===== config.mk =====
export PLATFORM = sky130hd
export DESIGN_NAME = task_poll_scheduler_flat
export DESIGN_NICKNAME = d
export VERILOG_FILES = /design/src/rtl/task_poll_scheduler_if.sv /design/src/rtl/task_poll_scheduler.sv /design/src/flat_wrapper.sv
export SDC_FILE = /design/constraint.sdc
export NUM_CORES = 1
export LEC_CHECK = 0
export ABC_CLOCK_PERIOD_IN_PS = 5300
export CAP_MARGIN = 20
export CORE_UTILIZATION = 35
export DETAILED_ROUTE_END_ITERATION = 10
export GPL_ROUTABILITY_DRIVEN = 1
export GPL_TIMING_DRIVEN = 0
export PLACE_DENSITY = 0.52
export SETUP_SLACK_MARGIN = 0.02
export SLEW_MARGIN = 40
export SYNTH_ARGS = -nofsm -noshare
export SYNTH_HDL_FRONTEND = slang
export SYNTH_SLANG_ARGS = --single-unit

===== constraint.sdc =====
create_clock -name i_clk -period 5.3 [get_ports i_clk]
set_clock_uncertainty 0.05 [all_clocks]
set_input_delay 0.795 -clock i_clk [delete_from_list [all_inputs] [get_ports i_clk]]
set_output_delay 0.795 -clock i_clk [all_outputs]
set_load 0.02 [all_outputs]

===== src/rtl/task_poll_scheduler_if.sv =====
// task_poll_scheduler_if
//   Bundles the task-control, configuration and resource-handshake signals of
//   task_poll_scheduler. Clock and reset are kept as plain ports on the block.
//
//   i_en          per-task enable mask
//   i_cfg_we      period write strobe
//   i_cfg_addr    task index for a period write
//   i_cfg_period  period in base ticks (0 disables the task)
//   i_done        resource finished the current job (one-cycle pulse)
//   o_start       one-cycle start pulse to the resource
//   o_sel         index of the granted task
//   o_busy        high while a job is outstanding
//   o_timeout     one-cycle pulse when a job is abandoned
//   o_overrun     sticky per-task overrun flags
//
//   master: the host / resource side; slave: the scheduler.
interface task_poll_scheduler_if #(
    parameter int unsigned C_N    = 4,
    parameter int unsigned C_BITS = 16
) ();
    logic [C_N-1:0]    i_en;
    logic              i_cfg_we;
    logic [2:0]        i_cfg_addr;
    logic [C_BITS-1:0] i_cfg_period;
    logic              i_done;
    logic              o_start;
    logic [2:0]        o_sel;
    logic              o_busy;
    logic              o_timeout;
    logic [C_N-1:0]    o_overrun;

    modport master (
        output i_en, i_cfg_we, i_cfg_addr, i_cfg_period, i_done,
        input  o_start, o_sel, o_busy, o_timeout, o_overrun
    );

    modport slave (
        input  i_en, i_cfg_we, i_cfg_addr, i_cfg_period, i_done,
        output o_start, o_sel, o_busy, o_timeout, o_overrun
    );
endinterface


===== src/rtl/task_poll_scheduler.sv =====
// task_poll_scheduler
//   Shares one slow resource among C_N periodic tasks. A prescaler produces a
//   base tick every C_TICK_DIV cycles; each task counts its programmed period in
//   ticks and raises a pending request on expiry. A round-robin arbiter grants
//   one request at a time, pulses o_start and waits for i_done or for C_TMO
//   ticks before it grants again.
//
//   i_clk   clock
//   i_rst   synchronous active-high reset
//   io_bus  task_poll_scheduler_if slave modport (enables, period config,
//           done in; start/sel/busy/timeout/overrun out)
module task_poll_scheduler #(
    parameter int unsigned C_N        = 4,
    parameter int unsigned C_BITS     = 16,
    parameter int unsigned C_TICK_DIV = 1000,
    parameter int unsigned C_TMO      = 255
) (
    input  logic                 i_clk,
    input  logic                 i_rst,
    task_poll_scheduler_if.slave io_bus
);
    localparam int unsigned C_PW = $clog2(C_TICK_DIV);
    localparam int unsigned C_TW = (C_TMO > 255) ? $clog2(C_TMO + 1) : 8;

    typedef enum logic [1:0] {
        StIdle  = 2'd0,
        StStart = 2'd1,
        StWait  = 2'd2
    } t_state;

    logic [C_PW-1:0]   r_presc;
    logic [C_BITS-1:0] r_period [C_N];
    logic [C_BITS-1:0] r_cnt    [C_N];
    logic [C_N-1:0]    r_pend;
    logic [C_N-1:0]    r_ovr;
    logic [2:0]        r_rr;
    logic [2:0]        r_sel;
    t_state            r_state;
    logic              r_start;
    logic              r_busy;
    logic              r_timeout;
    logic [C_TW-1:0]   r_tmo;

    logic              w_tick;
    logic              w_wr_ok;
    logic              w_found;
    logic              w_grant;
    logic [2:0]        w_win;
    logic [3:0]        w_dist;
    logic [3:0]        w_best;

    assign w_tick  = (r_presc == '0);
    assign w_wr_ok = io_bus.i_cfg_we && ({1'b0, io_bus.i_cfg_addr} < 4'(C_N));

    // Round-robin pick: pending task with the smallest distance past r_rr.
    always_comb begin
        w_found = 1'b0;
        w_win   = '0;
        w_best  = '1;
        w_dist  = '0;
        for (int k = 0; k < C_N; k++) begin
            w_dist = (3'(k) >= r_rr) ? (4'(k) - {1'b0, r_rr})
                                     : (4'(k) + 4'(C_N) - {1'b0, r_rr});
            if (r_pend[k] && (!w_found || (w_dist < w_best))) begin
                w_found = 1'b1;
                w_best  = w_dist;
                w_win   = 3'(k);
            end
        end
    end

    assign w_grant = (r_state == StIdle) && w_found;

    always_ff @(posedge i_clk) begin
        if (i_rst || w_tick) begin
            r_presc <= C_PW'(C_TICK_DIV - 1);
        end else begin
            r_presc <= r_presc - 1'b1;
        end
    end

    always_ff @(posedge i_clk) begin
        if (i_rst) begin
            for (int k = 0; k < C_N; k++) begin
                r_period[k] <= '0;
                r_cnt[k]    <= '0;
            end
            r_pend <= '0;
            r_ovr  <= '0;
        end else begin
            for (int k = 0; k < C_N; k++) begin
                if (w_wr_ok && (io_bus.i_cfg_addr == 3'(k))) begin
                    r_period[k] <= io_bus.i_cfg_period;
                    r_cnt[k]    <= io_bus.i_cfg_period - 1'b1;
                    r_pend[k]   <= 1'b0;
                    r_ovr[k]    <= 1'b0;
                end else if (!io_bus.i_en[k]) begin
                    r_pend[k] <= 1'b0;
                end else if ((r_period[k] != '0) && w_tick && (r_cnt[k] == '0)) begin
                    r_cnt[k]  <= r_period[k] - 1'b1;
                    r_pend[k] <= 1'b1;
                    // A grant in this same cycle services the old request.
                    if (r_pend[k] && !(w_grant && (w_win == 3'(k)))) begin
                        r_ovr[k] <= 1'b1;
                    end
                end else begin
                    if ((r_period[k] != '0) && w_tick) begin
                        r_cnt[k] <= r_cnt[k] - 1'b1;
                    end
                    if (w_grant && (w_win == 3'(k))) begin
                        r_pend[k] <= 1'b0;
                    end
                end
            end
        end
    end

    always_ff @(posedge i_clk) begin
        if (i_rst) begin
            r_state   <= StIdle;
            r_rr      <= '0;
            r_sel     <= '0;
            r_start   <= 1'b0;
            r_busy    <= 1'b0;
            r_timeout <= 1'b0;
            r_tmo     <= '0;
        end else begin
            r_start   <= 1'b0;
            r_timeout <= 1'b0;
            case (r_state)
                StIdle: begin
                    if (w_grant) begin
                        r_sel   <= w_win;
                        r_rr    <= (w_win == 3'(C_N - 1)) ? 3'd0 : (w_win + 3'd1);
                        r_start <= 1'b1;
                        r_busy  <= 1'b1;
                        r_state <= StStart;
                    end
                end
                StStart: begin
                    r_tmo   <= C_TW'(C_TMO);
                    r_state <= StWait;
                end
                StWait: begin
                    // i_done wins over a timeout landing in the same cycle.
                    if (io_bus.i_done) begin
                        r_busy  <= 1'b0;
                        r_state <= StIdle;
                    end else if (w_tick) begin
                        r_tmo <= r_tmo - 1'b1;
                        if (r_tmo == C_TW'(1)) begin
                            r_timeout <= 1'b1;
                            r_busy    <= 1'b0;
                            r_state   <= StIdle;
                        end
                    end
                end
                default: begin
                    r_busy  <= 1'b0;
                    r_state <= StIdle;
                end
            endcase
        end
    end

    assign io_bus.o_start   = r_start;
    assign io_bus.o_sel     = r_sel;
    assign io_bus.o_busy    = r_busy;
    assign io_bus.o_timeout = r_timeout;
    assign io_bus.o_overrun = r_ovr;
endmodule


===== src/flat_wrapper.sv =====
// flat-port wrapper written by rule: the top's interface ports become plain ports
module task_poll_scheduler_flat 
#(
    parameter int unsigned C_N        = 4,
    parameter int unsigned C_BITS     = 16,
    parameter int unsigned C_TICK_DIV = 1000,
    parameter int unsigned C_TMO      = 255
)
  (i_clk, i_rst, io_bus_i_en, io_bus_i_cfg_we, io_bus_i_cfg_addr, io_bus_i_cfg_period, io_bus_i_done, io_bus_o_start, io_bus_o_sel, io_bus_o_busy, io_bus_o_timeout, io_bus_o_overrun);
  task_poll_scheduler_if #(.C_N(C_N), .C_BITS(C_BITS)) io_bus_i ();
  input  logic i_clk;
  input  logic i_rst;
  input wire logic [$bits(io_bus_i.i_en)-1:0] io_bus_i_en;
  input wire logic [$bits(io_bus_i.i_cfg_we)-1:0] io_bus_i_cfg_we;
  input wire logic [$bits(io_bus_i.i_cfg_addr)-1:0] io_bus_i_cfg_addr;
  input wire logic [$bits(io_bus_i.i_cfg_period)-1:0] io_bus_i_cfg_period;
  input wire logic [$bits(io_bus_i.i_done)-1:0] io_bus_i_done;
  output wire logic [$bits(io_bus_i.o_start)-1:0] io_bus_o_start;
  output wire logic [$bits(io_bus_i.o_sel)-1:0] io_bus_o_sel;
  output wire logic [$bits(io_bus_i.o_busy)-1:0] io_bus_o_busy;
  output wire logic [$bits(io_bus_i.o_timeout)-1:0] io_bus_o_timeout;
  output wire logic [$bits(io_bus_i.o_overrun)-1:0] io_bus_o_overrun;
  assign io_bus_i.i_en = io_bus_i_en;
  assign io_bus_i.i_cfg_we = io_bus_i_cfg_we;
  assign io_bus_i.i_cfg_addr = io_bus_i_cfg_addr;
  assign io_bus_i.i_cfg_period = io_bus_i_cfg_period;
  assign io_bus_i.i_done = io_bus_i_done;
  assign io_bus_o_start = io_bus_i.o_start;
  assign io_bus_o_sel = io_bus_i.o_sel;
  assign io_bus_o_busy = io_bus_i.o_busy;
  assign io_bus_o_timeout = io_bus_i.o_timeout;
  assign io_bus_o_overrun = io_bus_i.o_overrun;
  task_poll_scheduler #(.C_N(C_N), .C_BITS(C_BITS), .C_TICK_DIV(C_TICK_DIV), .C_TMO(C_TMO)) u_core (.i_clk(i_clk), .i_rst(i_rst), .io_bus(io_bus_i));
endmodule

**Yosys cells after proc, flatten, opt, wreduce, memory -nomap -nowiden**

Memories as Yosys holds them, arrays and structs flattened.
Cells that the tools add are included.

- Add/sub/neg operators: 20
- $lt $le $gt $ge: 8
- Eq/ne operators: 14
- Mux-type cells: 112
- Bitwise gates (word level): 24
- Reductions and logical operators: 71

Operators by type and width:

| operator | count |
|---|---|
| two-way mux 16 bit | 16 |
| subtractor 16 x 1 -> 16 bit, second input constant | 9 |
| two-way mux 1 bit | 77 |
| logical NOT 16 bit | 4 |
| nonzero test 16 bit | 4 |
| two-way mux 4 bit | 7 |
| logical AND 1 bit | 25 |
| AND reduction 3 bit | 6 |
| two-way mux 8 bit | 2 |
| bitwise OR 1 bit | 16 |
| one-hot mux 8 bit (2 select lines) | 1 |
| subtractor 3 x 3 -> 4 bit, first input constant | 4 |
| less-than comparator 4 bit | 3 |
| two-way mux 2 bit | 6 |
| OR reduction 3 bit | 4 |
| logical NOT 10 bit | 1 |
| nonzero test 2 bit | 5 |
| OR reduction 2 bit | 5 |
| subtractor 10 x 1 -> 10 bit, second input constant | 1 |
| equality test 8 x 1 -> 1 bit, second input constant | 1 |
| NOT 1 bit | 8 |
| subtractor 1 x 3 -> 4 bit, first input constant | 2 |
| subtractor 2 x 3 -> 4 bit, first input constant | 2 |
| subtractor 8 x 1 -> 8 bit, second input constant | 1 |
| 21 further kinds | 39 |

- Flip-flop bits (word level): 37
- RAM bits: 128
- Bits of input ports: 27
- Output and inout port bits: 10
- Word-level logic and storage cells: 267
- Memories kept: 2

Memories:

| memory | depth | bits a word | read ports | clocked after Yosys merged registers in | write ports | line | text |
|---|---|---|---|---|---|---|---|
| u_core.r_cnt | 4 | 16 | 4 | 0 | 4 | task_poll_scheduler.sv:33 | `logic [C_BITS-1:0] r_cnt [C_N];` |
| u_core.r_period | 4 | 16 | 4 | 0 | 4 | task_poll_scheduler.sv:32 | `logic [C_BITS-1:0] r_period [C_N];` |

**Logic depth before layout (Yosys ltp)**

- Depth after elaboration: 20
- Mapped depth: 20
- Depth with buffers taken out: 20

**Worst setup path after synthesis**

Ideal clock, no wire load.

- Path type: register -> register
- From: register u_core.r_rr[0]
- To: register u_core.r_ovr[2], in the netlist u_core.io_bus.o_overrun[2]
- Arrival: 3589 ps
- Required time: 5135 ps
- Setup slack: 1546 ps
- Cell stages (with the launch flop): 21
- Buffers on the path: 0
- Path through: dfxtp_1 -> inv_1 -> ha_1 -> o21ai_0 -> a21oi_1 -> a211o_1 -> o21ai_0 -> ha_1 -> a211o_1 -> a21oi_1 -> o21ai_1 -> mux2_2 -> ha_1 -> a21oi_1 -> o21ai_0 -> o21ai_0 -> ha_1 -> nand2_1 -> nand2_1 -> nor4_1 -> o21a_1

- Cells in the longest elaborated chain, start to end: 20
- Elaborated cells on any way between the ends: 42
- Those cells by class: add/sub (8); order compare (7); eq/ne (1); mux (13); reduce/logical (13)

RTL lines:

| element | line | text |
|---|---|---|
| from (decl) | task_poll_scheduler.sv:36 | `logic [2:0] r_rr;` |
| from (signal assigned) | task_poll_scheduler.sv:134 | `r_rr <= (w_win == 3'(C_N - 1)) ? 3'd0 : (w_win + 3'd1);` |
| subtractor 3 x 3 -> 4 bit (tied with other cells) | task_poll_scheduler.sv:63 | `: (4'(k) + 4'(C_N) - {1'b0, r_rr});` |
| two-way mux 4 bit | task_poll_scheduler.sv:62 | `w_dist = (3'(k) >= r_rr) ? (4'(k) - {1'b0, r_rr})` |
| two-way mux 4 bit | task_poll_scheduler.sv:64 | `if (r_pend[k] && (!w_found \|\| (w_dist < w_best))) begin` |
| less-than comparator 4 bit | task_poll_scheduler.sv:64 |  |
| logical OR 1 bit | task_poll_scheduler.sv:64 |  |
| logical AND 1 bit | task_poll_scheduler.sv:64 |  |
| two-way mux 4 bit or two-way mux 1 bit (tied branches) | task_poll_scheduler.sv:64 |  |
| less-than comparator 4 bit or logical NOT 1 bit (tied branches) | task_poll_scheduler.sv:64 |  |
| (+5 left out) | -- |  |
| logical AND 1 bit | task_poll_scheduler.sv:64 |  |
| two-way mux 2 bit * | task_poll_scheduler.sv:64 |  |
| via u_core.w_win[1] | task_poll_scheduler.sv:48 | `logic [2:0] w_win;` |
| equality test 2 bit * | task_poll_scheduler.sv:103 | `if (r_pend[k] && !(w_grant && (w_win == 3'(k)))) begin` |
| logical AND 1 bit * | task_poll_scheduler.sv:103 |  |
| logical NOT 1 bit * | task_poll_scheduler.sv:103 |  |
| logical AND 1 bit * | task_poll_scheduler.sv:103 |  |
| AND reduction 3 bit (no source line) * | -- |  |
| to (signal assigned) | task_poll_scheduler.sv:89 | `r_ovr <= '0;` |
| to (signal, indexed assignment) | task_poll_scheduler.sv:96 | `r_ovr[k] <= 1'b0;` |
| to (signal, indexed assignment) | task_poll_scheduler.sv:104 | `r_ovr[k] <= 1'b1;` |
| to (decl) | task_poll_scheduler.sv:35 | `logic [C_N-1:0] r_ovr;` |

Mark *: on every way through the listed nets, which the timed path passes. The rest lies on a longest branch.
A chain may end at the register's enable or synchronous reset.

**Worst setup path after layout**

- From: register u_core.r_rr[0]
- To: register u_core.r_pend[0]

- Cells in the longest elaborated chain, start to end: 18
- Elaborated cells on any way between the ends: 40
- Those cells by class: add/sub (8); order compare (7); mux (13); reduce/logical (12)

RTL lines:

| element | line | text |
|---|---|---|
| subtractor 3 x 3 -> 4 bit (tied with other cells) | task_poll_scheduler.sv:63 |  |
| two-way mux 4 bit | task_poll_scheduler.sv:62 |  |
| two-way mux 4 bit | task_poll_scheduler.sv:64 |  |
| less-than comparator 4 bit | task_poll_scheduler.sv:64 |  |
| logical OR 1 bit | task_poll_scheduler.sv:64 |  |
| logical AND 1 bit | task_poll_scheduler.sv:64 |  |
| two-way mux 4 bit or two-way mux 1 bit (tied branches) | task_poll_scheduler.sv:64 |  |
| less-than comparator 4 bit or logical NOT 1 bit (tied branches) | task_poll_scheduler.sv:64 |  |
| (+2 left out) | -- |  |
| two-way mux 4 bit or two-way mux 1 bit (tied branches) | task_poll_scheduler.sv:64 |  |
| less-than comparator 4 bit or logical NOT 1 bit (tied branches) | task_poll_scheduler.sv:64 |  |
| logical OR 1 bit | task_poll_scheduler.sv:64 |  |
| logical AND 1 bit | task_poll_scheduler.sv:64 |  |
| two-way mux 2 bit or two-way mux 1 bit (tied branches) | task_poll_scheduler.sv:64 |  |
| logical NOT 3 bit or logical AND 1 bit (tied branches) | task_poll_scheduler.sv:110, task_poll_scheduler.sv:72 |  |
| logical AND 1 bit * | task_poll_scheduler.sv:110 | `if (w_grant && (w_win == 3'(k))) begin` |
| nonzero test 2 bit (no source line) * | -- |  |
| to (signal assigned) | task_poll_scheduler.sv:88 | `r_pend <= '0;` |
| to (signal, indexed assignment) | task_poll_scheduler.sv:101 | `r_pend[k] <= 1'b1;` |
| to (signal, indexed assignment) | task_poll_scheduler.sv:111 | `r_pend[k] <= 1'b0;` |
| to (decl) | task_poll_scheduler.sv:34 | `logic [C_N-1:0] r_pend;` |

Every way passes the cells marked *; elsewhere a longest branch is shown, timed or not.

==> results.json <==
{
  "outcome": "complete, no violations",
  "clock_tree.root_cell": "sky130_fd_sc_hd__clkbuf_16",
  "post_cts_buffers": 0,
  "viasPerCell": 5.23,
  "grt_setup_unrepaired": "false",
  "drcViolationCount": 0,
  "yosys_register_bits": 163,
  "routed-via-count": 7583,
  "postSynthCellCount": 1005,
  "synth-simple-area-share_pct": 23.4,
  "timing.final.crit_share_pct": 89.1,
  "grt_start_max_net_pins": 19,
  "power_per_cell_area_mw_per_mm2": 263,
  "placement.io_buffers": 33,
  "smallest_setup_slack_after_layout_ns": 0.577,
  "ys_async_sr_fraction_pct": 0,
  "timing.reg2reg.setup_slack_ns": 0.58,
  "max-vdd-ir-drop_v": 0.000203,
  "layout-drive-gt1-share_pct": 7.62,
  "cp-start-kind": "flop",
  "worst_skew_pair.late_latency_ns": 0.43,
  "setup_viol": 0,
  "globalRouteOverflowTotal": 0,
  "compound_cell_area_share_of_the_yosys_netlist_pct": 10.9,
  "detail_route.iter0.violations": 488,
  "post-layout-total-power_mw": 2.96,
  "synth.cell_area_sq_mm": 0.00973,
  "yosys-mux-area-fraction_pct": 1.38,
  "setup.worst_path.end_class": "flop",
  "fin_setup_tns_ns": 0,
  "floorplan.initialDensity_pct": 35.9,
  "path_class": "reg -> reg",
  "routabilityCongestion": 0.855,
  "p_leak_nw": 3.87,
  "postSynthAreaPerCell_sq_um": 9.68,
  "syn_to_final_growth_pct": 15.7,
  "seqCellArea_sq_mm": 0.00454,
  "pin_count": 37,
  "cts_tree": "built",
  "sequential_share_of_the_synthesized_area_pct": 46.7,
  "number_of_buffers_created_by_cts": 17,
  "final-max-slew-violation-count": 0,
  "post_synthesis_adder_cell_area_fraction_pct": 3.34,
  "finalWirelength_um": 27000,
  "largest_family_of_logic_cells_by_synthesized_area": "simple AND/OR/NAND/NOR gates",
  "cts_resized": 0,
  "dieArea_sq_mm": 0.0285,
  "placementRows": 60,
  "cts.hold.buffers_added": 0,
  "ys_warns": 0,
  "hold_path_class": "reg -> reg",
  "cp.required_ns": 5.51,
  "grt_pass1_wl_um": 41600,
  "synth_edf_count": 128,
  "layout.cell_area.non_filler_sq_mm": 0.0113,
  "final_critical_delay_including_setup_and_external_delays_ns": 4.72,
  "primary_flip_flop_cell_chosen_by_synthesis_mapping": "sky130_fd_sc_hd__edfxtp_1",
  "filler_cell_count": 2622,
  "final_antenna_net_count": 0,
  "vias_in_the_first_global_route": 7302,
  "placedInstanceArea_sq_mm": 0.0107,
  "antenna_found_initial": 1,
  "preCtsSetupSlack_ns": 0.668,
  "avgRoutedWirePerCell_um": 18.6,
  "clkTransAtPathRegs_ns": 0.07,
  "worstMarginPinSlew_ns": 0.967,
  "final_hold_viol_count": 0,
  "core_footprint_sq_mm": 0.0271,
  "synthXorXnorAreaFrac_pct": 11.2,
  "dp.cells": 1416,
  "clock_path_buffers": 2,
  "worst-path-max-fanout": 6,
  "design.final.nets": 1116,
  "crit_arrival_ns": 4.93,
  "die-height_um": 169,
  "max_cap_violations": 0,
  "multi_input_comb_area_sq_mm": 0.00504,
  "cts_sinks": 163,
  "track_usage_pct": 19.5,
  "yosys.cell_types.count": 57,
  "slew_headroom_pct": 35.1,
  "cts.htree.levels": 4,
  "max_freq_mhz": 212,
  "place_hpwl_um": 19600,
  "floorplan.die.width_um": 169,
  "number_of_optimization_iterations_in_the_first_detailed_route_pass": 7,
  "count_of_placed_standard_cells_in_the_final_layout_fillers_left_out": 1449
}
## path summary, 6_finish.rpt
check	start	to	depth (start not counted)
max	u_core.r_rr[0]	u_core.r_pend[0]	19
min	u_core.r_presc[0]	u_core.r_presc[0]	1
max reg2reg	u_core.r_rr[0]	u_core.r_pend[0]	19
min reg2reg	u_core.r_presc[0]	u_core.r_presc[0]	1
## layer usage
| metal | routed length [um] | GRT usage (%) |
|---|---|---|
| met4 | 769 | 8.18 |
| met2 | 12300 | 31.0 |
| met5 | 0 | 0 |
| met3 | 1170 | 2.76 |
| met1 | 12700 | 26.6 |
## final cells by class
class / count / share of cell area [%]
flip-flops and latches: 163 / 40.4
inverters: 34 / 1.13
well taps: 372 / 4.13
plain buffers: 38 / 1.52
multi-input cells: 773 / 44.8
clock inverters: 13 / 0.844
clock buffers: 19 / 4.03
diodes: 1 / 0.0222
repair buffers: 36 / 3.20
## flip-flops by register name (all words and copies together), names as in the netlist
signal                   cells
u_core.r_pend                4
u_core.io_bus.o_start        1
u_core.io_bus.o_busy         1
u_core.io_bus.o_overrun      4
u_core.r_cnt                64
u_core.r_state               2
u_core.io_bus.o_sel          2
u_core.io_bus.o_timeout      1
u_core.r_presc              10
u_core.r_tmo                 8
u_core.r_rr                  2
u_core.r_period             64
## cell families (layout without fill, tap and decap cells)
group	count (synthesis)	in the layout
xor gates and xnor gates	124	124
buffers and inverters	72	140
muxes	13	13
and+or+nand+nor	431	431
adders and majority gates	26	26
DFF	163	163
other	1	5
AOI/OAI and AO/OA	175	175
## synth_stat cells, types with 3 or more instances
cell                         n  area share, %
sky130_fd_sc_hd__mux2i_1    10            1.0
sky130_fd_sc_hd__nor4_1     32            2.1
sky130_fd_sc_hd__nand3b_1    7           0.54
sky130_fd_sc_hd__clkbuf_1   30            1.2
sky130_fd_sc_hd__nand4_1     7           0.45
sky130_fd_sc_hd__xor2_1     71            6.4
sky130_fd_sc_hd__nand2b_1    8           0.51
sky130_fd_sc_hd__or4_1      20            1.5
sky130_fd_sc_hd__buf_2       4           0.21
sky130_fd_sc_hd__nand4b_1    4           0.36
sky130_fd_sc_hd__o31ai_1    15            1.2
sky130_fd_sc_hd__nor2_1     90            3.5
sky130_fd_sc_hd__a211o_1     4           0.36
sky130_fd_sc_hd__a31oi_1     5           0.32
sky130_fd_sc_hd__ha_1       26            3.3
sky130_fd_sc_hd__nor3b_1     7           0.54
sky130_fd_sc_hd__a22oi_1     3           0.23
sky130_fd_sc_hd__mux2_2      3           0.35
sky130_fd_sc_hd__or3_1      17            1.1
sky130_fd_sc_hd__nor2b_1     5           0.32
sky130_fd_sc_hd__and3_1      5           0.32
sky130_fd_sc_hd__dfxtp_1    35            7.2
sky130_fd_sc_hd__o22ai_1    37            2.4
sky130_fd_sc_hd__nor3_1     37            1.9
sky130_fd_sc_hd__o21bai_1    4           0.31
sky130_fd_sc_hd__and2_1     59            3.8
sky130_fd_sc_hd__a221oi_1    3           0.27
sky130_fd_sc_hd__nor4b_1     5           0.45
sky130_fd_sc_hd__xnor2_1    53            4.8
sky130_fd_sc_hd__edfxtp_1  128             39
sky130_fd_sc_hd__nand2_1    90            3.5
sky130_fd_sc_hd__o21a_1      5           0.39
sky130_fd_sc_hd__inv_1      34            1.3
sky130_fd_sc_hd__a21oi_1    44            2.3
sky130_fd_sc_hd__or2_2       8           0.51
sky130_fd_sc_hd__nand3_1    21            1.1
sky130_fd_sc_hd__o21ai_0    43            2.2
## power breakdown
| group | total (mW) | switching, mW | leakage, nW | internal (mW) |
|---|---|---|---|---|
| combinational | 0.275 | 0.172 | 2.06 | 0.103 |
| clock | 1.17 | 0.538 | 0.278 | 0.635 |
| sequential | 1.51 | 0.0646 | 1.53 | 1.45 |
## cell usage in the layout (no fill, tap or decap), types with 5 or more instances in the layout
cell	instances
sky130_fd_sc_hd__edfxtp_1	128
sky130_fd_sc_hd__nand2_1	90
sky130_fd_sc_hd__nor2_1	90
sky130_fd_sc_hd__xor2_1	71
sky130_fd_sc_hd__and2_1	59
sky130_fd_sc_hd__xnor2_1	46
sky130_fd_sc_hd__a21oi_1	44
sky130_fd_sc_hd__o21ai_0	39
sky130_fd_sc_hd__o22ai_1	37
sky130_fd_sc_hd__inv_1	35
sky130_fd_sc_hd__nor3_1	35
sky130_fd_sc_hd__dfxtp_1	35
sky130_fd_sc_hd__clkdlybuf4s50_1	33
sky130_fd_sc_hd__clkbuf_1	30
sky130_fd_sc_hd__nor4_1	27
sky130_fd_sc_hd__ha_1	26
sky130_fd_sc_hd__nand3_1	21
sky130_fd_sc_hd__or4_1	20
sky130_fd_sc_hd__clkbuf_16	18
sky130_fd_sc_hd__or3_1	17
sky130_fd_sc_hd__o31ai_1	14
sky130_fd_sc_hd__mux2i_1	10
sky130_fd_sc_hd__or2_2	8
sky130_fd_sc_hd__nand2b_1	8
sky130_fd_sc_hd__nand4_1	7
sky130_fd_sc_hd__nand3b_1	7
sky130_fd_sc_hd__xnor2_2	7
sky130_fd_sc_hd__nor3b_1	6
sky130_fd_sc_hd__nor4_2	6
sky130_fd_sc_hd__o21a_1	5
sky130_fd_sc_hd__nor2b_1	5
sky130_fd_sc_hd__a31oi_1	5
sky130_fd_sc_hd__and3_1	5
sky130_fd_sc_hd__inv_6	5
sky130_fd_sc_hd__inv_4	5
## critical path, cell delays in order, from the launching register on
cell and delay (ns):
sky130_fd_sc_hd__dfxtp_1 0.35, sky130_fd_sc_hd__inv_1 0.08, sky130_fd_sc_hd__ha_1 0.34, sky130_fd_sc_hd__o21ai_0 0.09, sky130_fd_sc_hd__a21oi_1 0.25, sky130_fd_sc_hd__o21ai_0 0.14
sky130_fd_sc_hd__o21ai_0 0.24, sky130_fd_sc_hd__ha_1 0.20, sky130_fd_sc_hd__a211o_1 0.10, sky130_fd_sc_hd__a21oi_1 0.04, sky130_fd_sc_hd__o21ai_1 0.36, sky130_fd_sc_hd__mux2_2 0.39
sky130_fd_sc_hd__ha_1 0.33, sky130_fd_sc_hd__a21oi_1 0.20, sky130_fd_sc_hd__o21ai_0 0.17, sky130_fd_sc_hd__o21a_1 0.25, sky130_fd_sc_hd__ha_1 0.19, sky130_fd_sc_hd__a21oi_1 0.41
sky130_fd_sc_hd__nand3_1 0.13, sky130_fd_sc_hd__o21ai_0 0.24
## stage by stage
stage	hold WS, ns	utilization [%]
after floorplan	0.334	-
after global placement	0.352	38.9
after detailed placement	0.355	39.4
after CTS	0.370	41.4
after global routing	0.414	41.5
final	0.368	41.6
No activity file was read; power rests on OpenSTA's default activity.
